==> src/rtl/bus_arb_pkg.sv <==
// Shared types and constants for the bus transaction arbiter.
// - arb_state_t : arbiter FSM states (2-bit encoding)
// - RW_READ / RW_WRITE : encoding of the per-requester direction bit
// - TXN_CNT_W : width of the served-transaction debug counter
package bus_arb_pkg;

  typedef enum logic [1:0] {
    S_IDLE    = 2'd0,
    S_ISSUE   = 2'd1,
    S_WAIT    = 2'd2,
    S_RELEASE = 2'd3
  } arb_state_t;

  localparam logic RW_READ  = 1'b1;
  localparam logic RW_WRITE = 1'b0;

  localparam int TXN_CNT_W = 8;

endpackage

==> src/rtl/bus_txn_arbiter_if.sv <==
// Bundle of requester-side and engine-side signals around bus_txn_arbiter.
// Ports (all carried in the interface):
//   req_i/rw_i           requester request level and direction
//   grant_o/done_o/valid_o  per-requester grant, completion and read-data pulses
//   err_o                watchdog abort pulse
//   tgt_req_o/tgt_rw_o   engine start pulse and held direction
//   tgt_done_i/tgt_dv_i  engine completion and data-valid pulses
//   txn_cnt_o            served-transaction counter
// Modports: slave = the arbiter itself, master = the surrounding logic
// (requesters plus engine) that drives the arbiter inputs.
interface bus_txn_arbiter_if
  import bus_arb_pkg::*;
#(
  parameter int NUM_REQ = 4
);

  logic [NUM_REQ-1:0]   req_i;
  logic [NUM_REQ-1:0]   rw_i;
  logic [NUM_REQ-1:0]   grant_o;
  logic [NUM_REQ-1:0]   done_o;
  logic [NUM_REQ-1:0]   valid_o;
  logic                 err_o;
  logic                 tgt_req_o;
  logic                 tgt_rw_o;
  logic                 tgt_done_i;
  logic                 tgt_dv_i;
  logic [TXN_CNT_W-1:0] txn_cnt_o;

  modport slave (
    input  req_i, rw_i, tgt_done_i, tgt_dv_i,
    output grant_o, done_o, valid_o, err_o, tgt_req_o, tgt_rw_o, txn_cnt_o
  );

  modport master (
    output req_i, rw_i, tgt_done_i, tgt_dv_i,
    input  grant_o, done_o, valid_o, err_o, tgt_req_o, tgt_rw_o, txn_cnt_o
  );

endinterface

==> src/rtl/rr_picker.sv <==
// Combinational round-robin picker.
// Searches ptr_i+1, ptr_i+2, ... (modulo NUM_REQ) and returns the first
// requester whose req_i bit is set and whose mask_i bit is clear.
// Ports:
//   req_i   in  NUM_REQ  request vector
//   mask_i  in  NUM_REQ  requesters excluded from this search
//   ptr_i   in  IW       index of the most recently served requester
//   valid_o out 1        some unmasked request is active
//   win_o   out IW       winning requester index (0 when valid_o is low)
module rr_picker #(
  parameter int NUM_REQ = 4,
  parameter int IW      = $clog2(NUM_REQ)
) (
  input  logic [NUM_REQ-1:0] req_i,
  input  logic [NUM_REQ-1:0] mask_i,
  input  logic [IW-1:0]      ptr_i,
  output logic               valid_o,
  output logic [IW-1:0]      win_o
);

  localparam logic [IW:0] NUM_REQ_W = (IW+1)'(NUM_REQ);

  logic [NUM_REQ-1:0] req_eff_s;
  logic [IW:0]        cand_s;
  logic               hit_s;

  // First-match search in rotating order; one extra bit on cand_s holds ptr+i before the wrap.
  always_comb begin
    req_eff_s = req_i & ~mask_i;
    valid_o   = 1'b0;
    win_o     = '0;
    cand_s    = '0;
    hit_s     = 1'b0;
    for (int i = 1; i <= NUM_REQ; i++) begin
      cand_s  = {1'b0, ptr_i} + (IW+1)'(i);
      cand_s  = (cand_s >= NUM_REQ_W) ? (cand_s - NUM_REQ_W) : cand_s;
      hit_s   = !valid_o && req_eff_s[cand_s[IW-1:0]];
      win_o   = hit_s ? cand_s[IW-1:0] : win_o;
      valid_o = valid_o || hit_s;
    end
  end

endmodule

==> src/rtl/bus_txn_arbiter.sv <==
// Round-robin arbiter sharing one bus transaction engine between NUM_REQ
// requesters, one transaction in flight at a time.
// Ports:
//   clk   clock
//   rst   synchronous active-high reset
//   bus   bus_txn_arbiter_if.slave: requester req/rw in, grant/done/valid out,
//         engine start/direction out, engine done/data-valid in, err_o,
//         8-bit served-transaction counter
// Parameters: NUM_REQ (2..8), WDOG_CYCLES (watchdog timeout in S_WAIT).
// Build option: define ARB_WATCHDOG_EN to abort a transaction that sees no
// engine done for WDOG_CYCLES cycles; without it err_o is tied low and the
// arbiter waits for the engine indefinitely.
// Output timing: every output is a register. grant_o/tgt_req_o rise on the
// edge that leaves S_ISSUE; done_o/valid_o/err_o are set on the edge that
// enters S_RELEASE and cleared on the next edge.
module bus_txn_arbiter
  import bus_arb_pkg::*;
#(
  parameter int NUM_REQ     = 4,
  parameter int WDOG_CYCLES = 16
) (
  input  logic              clk,
  input  logic              rst,
  bus_txn_arbiter_if.slave  bus
);

  localparam int                 IW  = $clog2(NUM_REQ);
  localparam logic [NUM_REQ-1:0] ONE = NUM_REQ'(1);

  if (NUM_REQ < 2 || NUM_REQ > 8 || WDOG_CYCLES < 1) begin : g_bad_params
    $error("bus_txn_arbiter: unsupported NUM_REQ or WDOG_CYCLES");
  end

  arb_state_t           state_r;
  logic [IW-1:0]        ptr_r;
  logic [IW-1:0]        win_r;
  logic                 rw_r;
  logic [NUM_REQ-1:0]   grant_r;
  logic [NUM_REQ-1:0]   done_r;
  logic [NUM_REQ-1:0]   valid_r;
  logic                 tgt_req_r;
  logic                 tgt_rw_r;
  logic [TXN_CNT_W-1:0] cnt_r;

  logic [NUM_REQ-1:0]   win_onehot_s;
  logic [NUM_REQ-1:0]   mask_s;
  logic                 pick_valid_s;
  logic [IW-1:0]        pick_idx_s;

`ifdef ARB_WATCHDOG_EN
  localparam int            WDOG_W    = (WDOG_CYCLES > 1) ? $clog2(WDOG_CYCLES) : 1;
  localparam logic [WDOG_W-1:0] WDOG_LAST = WDOG_W'(WDOG_CYCLES - 1);

  logic [WDOG_W-1:0]    wdog_r;
  logic                 err_r;
`endif

  assign win_onehot_s = ONE << win_r;

  // In S_RELEASE the finishing requester still holds req_i (it drops it only
  // after seeing done_o), so it is excluded from the back-to-back pick.
  assign mask_s = (state_r == S_RELEASE) ? win_onehot_s : '0;

  rr_picker #(
    .NUM_REQ (NUM_REQ),
    .IW      (IW)
  ) u_rr_picker (
    .req_i   (bus.req_i),
    .mask_i  (mask_s),
    .ptr_i   (ptr_r),
    .valid_o (pick_valid_s),
    .win_o   (pick_idx_s)
  );

  // Arbitration FSM with all outputs registered.
  always_ff @(posedge clk) begin
    if (rst) begin
      state_r   <= S_IDLE;
      ptr_r     <= IW'(NUM_REQ - 1);
      win_r     <= '0;
      rw_r      <= RW_WRITE;
      grant_r   <= '0;
      done_r    <= '0;
      valid_r   <= '0;
      tgt_req_r <= 1'b0;
      tgt_rw_r  <= 1'b0;
      cnt_r     <= '0;
`ifdef ARB_WATCHDOG_EN
      wdog_r    <= '0;
      err_r     <= 1'b0;
`endif
    end else begin
      // Pulse outputs default low every cycle.
      done_r    <= '0;
      valid_r   <= '0;
      tgt_req_r <= 1'b0;
`ifdef ARB_WATCHDOG_EN
      err_r     <= 1'b0;
`endif
      case (state_r)
        S_IDLE: begin
          if (pick_valid_s) begin
            win_r   <= pick_idx_s;
            rw_r    <= bus.rw_i[pick_idx_s];
            state_r <= S_ISSUE;
          end
        end

        S_ISSUE: begin
          tgt_req_r <= 1'b1;
          tgt_rw_r  <= rw_r;
          grant_r   <= win_onehot_s;
`ifdef ARB_WATCHDOG_EN
          wdog_r    <= '0;
`endif
          state_r   <= S_WAIT;
        end

        S_WAIT: begin
          if (bus.tgt_done_i) begin
            done_r   <= win_onehot_s;
            valid_r  <= win_onehot_s & {NUM_REQ{bus.tgt_dv_i && (rw_r == RW_READ)}};
            grant_r  <= '0;
            tgt_rw_r <= 1'b0;
            ptr_r    <= win_r;
            cnt_r    <= cnt_r + TXN_CNT_W'(1);
            state_r  <= S_RELEASE;
          end
`ifdef ARB_WATCHDOG_EN
          else if (wdog_r == WDOG_LAST) begin
            // Abort: the winner is released with an error, nothing is counted.
            done_r   <= win_onehot_s;
            err_r    <= 1'b1;
            grant_r  <= '0;
            tgt_rw_r <= 1'b0;
            ptr_r    <= win_r;
            state_r  <= S_RELEASE;
          end else begin
            wdog_r   <= wdog_r + WDOG_W'(1);
          end
`endif
        end

        S_RELEASE: begin
          if (pick_valid_s) begin
            win_r   <= pick_idx_s;
            rw_r    <= bus.rw_i[pick_idx_s];
            state_r <= S_ISSUE;
          end else begin
            state_r <= S_IDLE;
          end
        end

        default: begin
          state_r <= S_IDLE;
        end
      endcase
    end
  end

  assign bus.grant_o   = grant_r;
  assign bus.done_o    = done_r;
  assign bus.valid_o   = valid_r;
  assign bus.tgt_req_o = tgt_req_r;
  assign bus.tgt_rw_o  = tgt_rw_r;
  assign bus.txn_cnt_o = cnt_r;
`ifdef ARB_WATCHDOG_EN
  assign bus.err_o     = err_r;
`else
  assign bus.err_o     = 1'b0;
`endif

endmodule

==> src/flat_wrapper.sv <==
// flat-port wrapper written by rule: the top's interface ports become plain ports
module bus_txn_arbiter_flat import bus_arb_pkg::*;
#(
  parameter int NUM_REQ     = 4,
  parameter int WDOG_CYCLES = 16
)
  (clk, rst, bus_req_i, bus_rw_i, bus_tgt_done_i, bus_tgt_dv_i, bus_grant_o, bus_done_o, bus_valid_o, bus_err_o, bus_tgt_req_o, bus_tgt_rw_o, bus_txn_cnt_o);
  bus_txn_arbiter_if #(.NUM_REQ(NUM_REQ)) bus_i ();
  input  logic clk;
  input  logic rst;
  input wire logic [$bits(bus_i.req_i)-1:0] bus_req_i;
  input wire logic [$bits(bus_i.rw_i)-1:0] bus_rw_i;
  input wire logic [$bits(bus_i.tgt_done_i)-1:0] bus_tgt_done_i;
  input wire logic [$bits(bus_i.tgt_dv_i)-1:0] bus_tgt_dv_i;
  output wire logic [$bits(bus_i.grant_o)-1:0] bus_grant_o;
  output wire logic [$bits(bus_i.done_o)-1:0] bus_done_o;
  output wire logic [$bits(bus_i.valid_o)-1:0] bus_valid_o;
  output wire logic [$bits(bus_i.err_o)-1:0] bus_err_o;
  output wire logic [$bits(bus_i.tgt_req_o)-1:0] bus_tgt_req_o;
  output wire logic [$bits(bus_i.tgt_rw_o)-1:0] bus_tgt_rw_o;
  output wire logic [$bits(bus_i.txn_cnt_o)-1:0] bus_txn_cnt_o;
  assign bus_i.req_i = bus_req_i;
  assign bus_i.rw_i = bus_rw_i;
  assign bus_i.tgt_done_i = bus_tgt_done_i;
  assign bus_i.tgt_dv_i = bus_tgt_dv_i;
  assign bus_grant_o = bus_i.grant_o;
  assign bus_done_o = bus_i.done_o;
  assign bus_valid_o = bus_i.valid_o;
  assign bus_err_o = bus_i.err_o;
  assign bus_tgt_req_o = bus_i.tgt_req_o;
  assign bus_tgt_rw_o = bus_i.tgt_rw_o;
  assign bus_txn_cnt_o = bus_i.txn_cnt_o;
  bus_txn_arbiter #(.NUM_REQ(NUM_REQ), .WDOG_CYCLES(WDOG_CYCLES)) u_core (.clk(clk), .rst(rst), .bus(bus_i));
endmodule
==> config.mk <==
export PLATFORM = sky130hd
export DESIGN_NAME = bus_txn_arbiter_flat
export DESIGN_NICKNAME = d
export VERILOG_FILES = /design/src/rtl/bus_arb_pkg.sv /design/src/rtl/bus_txn_arbiter_if.sv /design/src/rtl/rr_picker.sv /design/src/rtl/bus_txn_arbiter.sv /design/src/flat_wrapper.sv
export SDC_FILE = /design/constraint.sdc
export NUM_CORES = 1
export LEC_CHECK = 0
export CAP_MARGIN = 40
export CORE_AREA = 3 3 64 66
export CTS_CLUSTER_DIAMETER = 40
export CTS_CLUSTER_SIZE = 24
export DETAILED_ROUTE_END_ITERATION = 10
export DIE_AREA = 0 0 67 69
export GPL_ROUTABILITY_DRIVEN = 0
export GPL_TIMING_DRIVEN = 1
export PLACE_DENSITY_LB_ADDON = 0.15
export SYNTH_ARGS = -nofsm -noshare
export SYNTH_HDL_FRONTEND = slang
export SYNTH_SLANG_ARGS = --single-unit
==> constraint.sdc <==
create_clock -name clk -period 4.85 [get_ports clk]
set_input_delay 0.97 -clock clk [delete_from_list [all_inputs] [get_ports clk]]
set_output_delay 0.97 -clock clk [all_outputs]
set_load 0.05 [all_outputs]
==> results list, run 1 <==
- Number of H-tree levels: 2
- The cell area that synthesis handed to floorplanning was 1430 um^2.
- After global routing the overflow that remains totals 0.
* Average wire per standard cell: 12.1 um
- The wire-length estimate of the detail-placed layout is 2200 um.
- Hold WC Path Type: register to register
- The flow ran to the end, and the final reports show no timing, DRC or antenna violations.
* Slew at the pin with the worst max-slew slack: 0.767 ns
- Number of storage elements in the synthesis netlist: 29
- From synthesis to final layout, the design area changed by 30.1%.
- In the global route stage, overall resource usage came out at 14.5%.
- Largest stage delay on the critical path: 0.55 ns
- The first detailed-routing pass took 4 iterations.
* Inserted Diodes: 0
* Number of clock buffers inserted by TritonCTS: 5
- Crit path buffers/inverters: 2
- The signal on the critical path passes through clkdlybuf4s50_1 > inv_1 > a211o_1 > o21a_1 > a311oi_2 > mux2_2 > o31ai_2.
- Drt first-iter violations: 51
* Net count, final: 210
* Reg clk slew, reported paths: 0.06 ns
- Port buffering added 33 buffers.
- Kind of cell adding the most delay to the critical path: compound AO/OA/AOI/OAI gates
- The top cell type by area accounts for 40.7% of the synthesized area.
- FFs w/ async S/R, synth: 0%
- By startpoint and endpoint, the worst setup path is classified as primary input to register.
- The die covers 4620 um^2.
- Largest fanout on the critical path: 5
- Entering global routing, the biggest net connects 25 pins.
- At the later pin of the worst-skew pair, clock insertion delay measures 0.28 ns.
- Counting the fill cells in the layout gives 361.
- By area the synthesized netlist is led by sky130_fd_sc_hd__dfxtp_1 (41%), sky130_fd_sc_hd__nor2_1 (6.8%), sky130_fd_sc_hd__ha_1 (5.3%).
- In this run the static leakage power is 0.698 nW.
- Critical Path Source Type: primary input
- The clock net in this run drives a total of 29 sinks.
- The number of slew-limit violations in the final report is 0.
- Number of buffers on the longest clock path: 2
- The worst path needs 2.70 ns of the cycle, external delays included.
* Via count of the first global-routing pass: 1,186
* Number of hold violations in the final report: 0
* Root buf cell: sky130_fd_sc_hd__clkbuf_8
- Setup violations remaining at the end of the flow were counted as 0.
* Slowest library cell on the worst path: sky130_fd_sc_hd__clkdlybuf4s50_1
* Dominant cell by count in the synthesized netlist: sky130_fd_sc_hd__dfxtp_1
* Share of the yosys chip area belonging to registers: 40.7%
- After routing, the total negative slack on setup checks comes to 0 ns.
- For this run, design rule violations remaining after detail routing come to 0.
- Synthesized Nets: 178
* Number of flops mapped to enable cells by yosys: 0
* Proportion of layout cells with a drive suffix above 1: 7.29%
* WP data required: 5.04 ns
- Vias per std cell: 4.99
- Static timing analysis puts the maximum clock frequency at 0.371 GHz.
* Quantity of gates resized following cts: 0
- The tool flagged a number of max-cap violations equal to 0.
* Unrepaired setup endpoints after global routing: false
- Final period utilization: 55.6%
- Avg Inst Size Synth: 8.91 um^2
- The number of different library cells used by synthesis comes to 44.
- The die is 69 um tall.
- Antenna-violating nets left: 0
- Endpoint type of the worst setup path: register
- TritonCTS built the clock tree.
- Core region area: 3630 um^2
- Across all layers, the routed design uses 1,198 vias.
- Among all flip-flop cells after synthesis, the most frequent one is sky130_fd_sc_hd__dfxtp_1.
- Worst ir drop on vdd: 0.000196 V
- Data arrives at the worst endpoint at 2.89 ns.
* Std-Cell Rows: 22
- Measured against its own limit, the worst slew margin works out to 48.7%.
- Buffer count from post-CTS setup fixing: 0
- Most numerous cell types in the synthesized netlist: sky130_fd_sc_hd__dfxtp_1 (29), sky130_fd_sc_hd__nor2_1 (26), sky130_fd_sc_hd__nand2_1 (13)
- The first global-routing pass estimated 5040 um of wire.
* Power, Total: 0.000789 W
* Effective utilization at floorplan: 39.3%
- Warnings, synthesis: 0
- Initial antenna violation count: 0
- Power per Cell Area: 425 nW/um^2
- Hold_buf cts: 0
* DIE WIDTH: 67 um
- Number of top-level design ports: 35
* Final wirelength: 2910 um
- Library cell with the largest summed area after synthesis: sky130_fd_sc_hd__dfxtp_1
- Largest clock skew in the final design: 0.00367 ns
- Counting every instance in the synthesized netlist gives 160.
[registers in the layout, summed over array words and instances, names as in the netlist]
| register | count |
|---|---|
| u_core.state_r | 2 |
| u_core.ptr_r | 2 |
| u_core.bus.txn_cnt_o | 8 |
| u_core.bus.grant_o | 4 |
| u_core.bus.tgt_rw_o | 1 |
| u_core.bus.done_o | 4 |
| u_core.rw_r | 1 |
| u_core.bus.tgt_req_o | 1 |
| u_core.win_r | 2 |
| u_core.bus.valid_o | 4 |
[cells in the final DEF (no fill, tap or decap), types with 3 or more instances in the layout]
cell type / count
sky130_fd_sc_hd__clkdlybuf4s50_1: 33
sky130_fd_sc_hd__dfxtp_1: 29
sky130_fd_sc_hd__nor2_1: 26
sky130_fd_sc_hd__nand2_1: 13
sky130_fd_sc_hd__a21oi_1: 8
sky130_fd_sc_hd__nand2b_1: 6
sky130_fd_sc_hd__nor2b_1: 6
sky130_fd_sc_hd__ha_1: 6
sky130_fd_sc_hd__clkbuf_8: 6
sky130_fd_sc_hd__inv_1: 4
sky130_fd_sc_hd__mux2i_1: 4
sky130_fd_sc_hd__nand3_1: 4
sky130_fd_sc_hd__xor2_1: 4
sky130_fd_sc_hd__a22oi_1: 4
sky130_fd_sc_hd__nor3_1: 3
sky130_fd_sc_hd__nand3b_1: 3
sky130_fd_sc_hd__xnor2_1: 3
[metal layers]
metal | part of all wire (%) | global-route usage, %
met5 | 0 | 0
met1 | 42 | 15.7
met3 | 5.5 | 6.19
met4 | 1.2 | 6.76
met2 | 51 | 23.8
[power breakdown]
group | switching, W | leakage, nW | internal [W]
Combinational | 0.000162 | 0.419 | 0.000119
Sequential | 0.0000430 | 0.235 | 0.000269
Clock | 0.0000836 | 0.0443 | 0.000112
[path summary, 6_finish.rpt]
check	slack, ns	from	cells after the start	to
setup reg to reg	2.53	u_core.state_r[1]$_SDFFE_PP0P_	7	u_core.rw_r$_SDFFE_PP0P_
setup / recovery	2.15	bus_req_i[1]	7	u_core.rw_r$_SDFFE_PP0P_
hold reg to reg	0.49	u_core.bus.grant_o[3]$_SDFFE_PP0P_	2	u_core.bus.grant_o[3]$_SDFFE_PP0P_
hold / removal	0.49	u_core.bus.grant_o[3]$_SDFFE_PP0P_	2	u_core.bus.grant_o[3]$_SDFFE_PP0P_
[kinds of logic after synthesis]
kind of cell / Yosys count / synth area share, %
flops: 29 / 40.7
mux: 6 / 4.65
compound gates: 29 / 16.0
buf+inv: 12 / 4.39
other cells: 1 / 0.263
simple gates: 70 / 24.5
xor+xnor: 7 / 4.30
fa+ha+maj: 6 / 5.26
[tightest hold or removal path, stage by stage (launching register included)]
cell and delay, ns:
sky130_fd_sc_hd__dfxtp_1 0.33, sky130_fd_sc_hd__a32oi_1 0.06, sky130_fd_sc_hd__nor2_1 0.07
[metrics by stage]
stage	cell area [um^2]	instances	hold slack (ns)	setup WS [ns]	utilization, %
final	1860	240	0.490	2.15	51.1
after global routing	1860	240	0.521	2.03	51.1
after CTS	1860	240	0.499	2.16	51.1
after detailed placement	1770	233	0.485	1.86	48.7
after global placement	1770	233	0.482	1.94	48.7
after floorplan	1430	160	0.489	2.59	-
[layout make-up]
type                    instances  area [um^2]  area share (%)
multi-input cells             119          783            42.2
flip-flops and latches         29          581            31.3
repair buffers                 33          330            17.8
clock buffers                   7         86.3            4.65
well taps                      48         60.1            3.24
inverters                       4         15.0           0.809
(Power assumes the default switching activity.)
==> inputs of run 2 (changes only) <==
Clock period 4.85 ns to 2.55 ns, I/O delays scaled along.
==> results list, run 2 (synthesis results as in run 1) <==
* Global-route congestion overflow total: 0 (unchanged)
- The number of setup violations in the final report came to 0 (unchanged).
- The initial core utilization was 39.3% (unchanged).
- The half-perimeter wire length after placement was 2350 um (was 2200 um).
- The element type at the critical path start is a primary input (unchanged).
- The floorplan die width was 67 um (unchanged).
- The clock-pin slew of the registers on the worst-case setup and hold paths was 0.06 ns (about the same).
- Average wire per standard cell: 12.6 um (was 12.1 um)
- Final wirelength: 3080 um (was 2910 um)
- The area of all placed cells without fillers came to 1900 um^2 (was 1860 um^2).
- The routed design could run at a clock period as short as 2.27 ns.
- Fmax achieved: 0.441 GHz
- Largest fanout on the critical path: 5 (unchanged)
- The number of max-cap violations came to 0 (unchanged).
- Leakage component of the power: 0.728 nW (was 0.698 nW)
- The proportion of power drawn by flip-flops and latches was 38.4% (was 39.6%).
- Number of H-tree levels: 2 (unchanged)
- Antenna-violating nets left: 0 (unchanged)
- Unrepaired setup endpoints after global routing: false (unchanged).
- Share of total power in the clock network: 25.9% (was 24.8%)
* Number of iterations in the first detailed-routing pass: 4 (unchanged)
- Slew at the pin with the worst max-slew slack: 0.617 ns (was 0.767 ns)
- The area of the placeable core is 3630 um^2 (unchanged).
- Count of vias placed by the detailed router: 1,229 (was 1,198)
* Proportion of layout cells with a drive suffix above 1: 10.2% (was 7.29%)
- Area of combinational cells with multiple inputs: 783 um^2 (unchanged)
* Slack of the worst reg-to-reg path: 0.32 ns (was 2.53 ns)
* Total internal power: 0.000990 W (was 0.000500 W)
- Number of hold violations in the final report: 0 (unchanged)
- The total setup buffers inserted after CTS was 0 (unchanged).
- The number of flip-flops under the largest register name is 8 (unchanged).
- Final Max Slew Viols: 0 (unchanged)
- Number of fill cells: 358 (was 361)
* Net count, final: 214 (was 210)
* Worst-skew pair later-pin latency: 0.27 ns (was 0.28 ns)
* CTS tree: done (unchanged)
- The arrival time of the worst setup path was 2.45 ns (was 2.89 ns).
* Quantity of gates resized following cts: 0 (unchanged)
- Most used cells in the layout excluding fill and tap cells: sky130_fd_sc_hd__clkdlybuf4s50_1 (33), sky130_fd_sc_hd__dfxtp_1 (29), sky130_fd_sc_hd__nor2_1 (26), sky130_fd_sc_hd__nand2_1 (13), sky130_fd_sc_hd__a21oi_1 (8) (unchanged)
- Power, Total: 0.00156 W (was 0.000789 W)
- WP data required: 2.73 ns (was 5.04 ns)
* Setup TNS: 0 ns (unchanged)
- The height of the chip is 69 um (unchanged).
* P&R area growth vs syn: 33.2% (was 30.1%)
- Number of top-level design ports: 35 (unchanged)
- The wire length of the first global-routing pass came to 5190 um (was 5040 um).
- Status: finished clean (unchanged)
* Number of buffers on the longest clock path: 2 (unchanged)
- The peak supply drop was 0.000569 V (was 0.000196 V).
- The initial antenna violation count is 0 (unchanged).
- Std-Cell Rows: 22 (unchanged)
- The detail-routed via count per cell came to 5.02 (was 4.99).
- The die outline area came to 4620 um^2 (unchanged).
- Switching Fraction: 36.3% (was 36.6%)
* Combinational share of power: 35.7% (was 35.6%)
- The clock sink total was 29 (unchanged).
- Number of clock buffers inserted by TritonCTS: 5 (unchanged)
* DRC violations left: 0 (unchanged)
- Largest clock skew in the final design: 0.00476 ns (was 0.00367 ns)
- The pin count of the biggest net entering global routing is 19 (was 25).
- Port bufs: 33 (unchanged)
- Area used by sequential logic in the layout: 581 um^2 (unchanged)
- Inserted Diodes: 0 (unchanged)
- The setup slack of the critical path after layout was 0.281 ns (was 2.15 ns).
- The switching power summed over all nets came to 0.000565 W (was 0.000289 W).
* Normalized max-slew margin: 58.8% (was 48.7%)
- Type of the worst setup path: primary input to register (unchanged)
- Gr usage total: 14.2% (was 14.5%)
* Endpoint type of the worst setup path: register (unchanged)
- The hold buffer count at CTS is 0 (unchanged).
- The area after detailed placement came to 1800 um^2 (was 1770 um^2).
* Root buf cell: sky130_fd_sc_hd__clkbuf_8 (unchanged)
- Hold WC Path Type: register to register (unchanged)
- Power per Cell Area: 818 nW/um^2 (was 425 nW/um^2)
- The via count of the first global-routing pass came to 1,161 (was 1,186).
* Drt first-iter violations: 77 (was 51)
- The most common library cell in the layout ignoring fill and taps is sky130_fd_sc_hd__clkdlybuf4s50_1 (unchanged).
* Post-Place Worst Slack: 0.0272 ns (was 1.86 ns)
- Of the available clock period, the critical path in the final layout requires 89.0%.
## run 2: cell count changes in the layout (fill, tap and decap cells not counted)
cell and change:
sky130_fd_sc_hd__clkinv_2 +1, sky130_fd_sc_hd__clkbuf_8 +1, sky130_fd_sc_hd__buf_4 +4, sky130_fd_sc_hd__clkbuf_1 -1
## run 2: final timing paths
path,startpoint,endpoint,cells after the start
max,bus_req_i[3],u_core.rw_r$_SDFFE_PP0P_,7
min,u_core.bus.txn_cnt_o[1]$_SDFFE_PP0P_,u_core.bus.txn_cnt_o[1]$_SDFFE_PP0P_,2
max reg2reg,u_core.win_r[1]$_SDFFE_PP0P_,u_core.rw_r$_SDFFE_PP0P_,6
min reg2reg,u_core.bus.txn_cnt_o[1]$_SDFFE_PP0P_,u_core.bus.txn_cnt_o[1]$_SDFFE_PP0P_,2
## run 2: critical path: stages
cell                              delay (ns)
sky130_fd_sc_hd__clkdlybuf4s50_1        0.54
sky130_fd_sc_hd__or2b_1                 0.29
sky130_fd_sc_hd__a21oi_1                0.17
sky130_fd_sc_hd__o32ai_1                0.11
sky130_fd_sc_hd__a311oi_2               0.25
sky130_fd_sc_hd__mux2_2                 0.39
sky130_fd_sc_hd__o31ai_2                0.18
## run 2: through the flow
step	utilization (%)	cells	hold WS, ns
6_report	52.3	245	0.497
5_1_grt	52.3	245	0.518
4_1_cts	52.3	245	0.500
3_5_place_dp	49.5	237	0.489
3_3_place_gp	49.5	237	0.483
2_1_floorplan	-	160	0.489
## run 2: metal layers
layer	global-route usage, %	vias to the layer above	share of wire [%]
met1	17.3	572	43
met5	0	-	0
met2	23.5	31	51
li1	-	624	-
met4	4.05	0	0.55
met3	4.56	2	5.5
## run 2: final cells by class
class                      instances  share of cell area [%]
clock buffer                       7                    5.07
clock inverter                     1                   0.263
inverter                           4                   0.790
multi-input combinational        119                    41.2
sequential                        29                    30.5
tap                               48                    3.16
timing repair buffer              37                    19.0
## run 2: power groups by stage
stage | Sequential (W) | Combinational, W | Clock (W)
final | 0.000597 | 0.000555 | 0.000403
after global routing | 0.000609 | 0.000619 | 0.000435
after CTS | 0.000597 | 0.000560 | 0.000414
after detailed placement | 0.000607 | 0.000557 | 0
after global placement | 0.000604 | 0.000534 | 0
after floorplan | 0.000640 | 0.000375 | 0
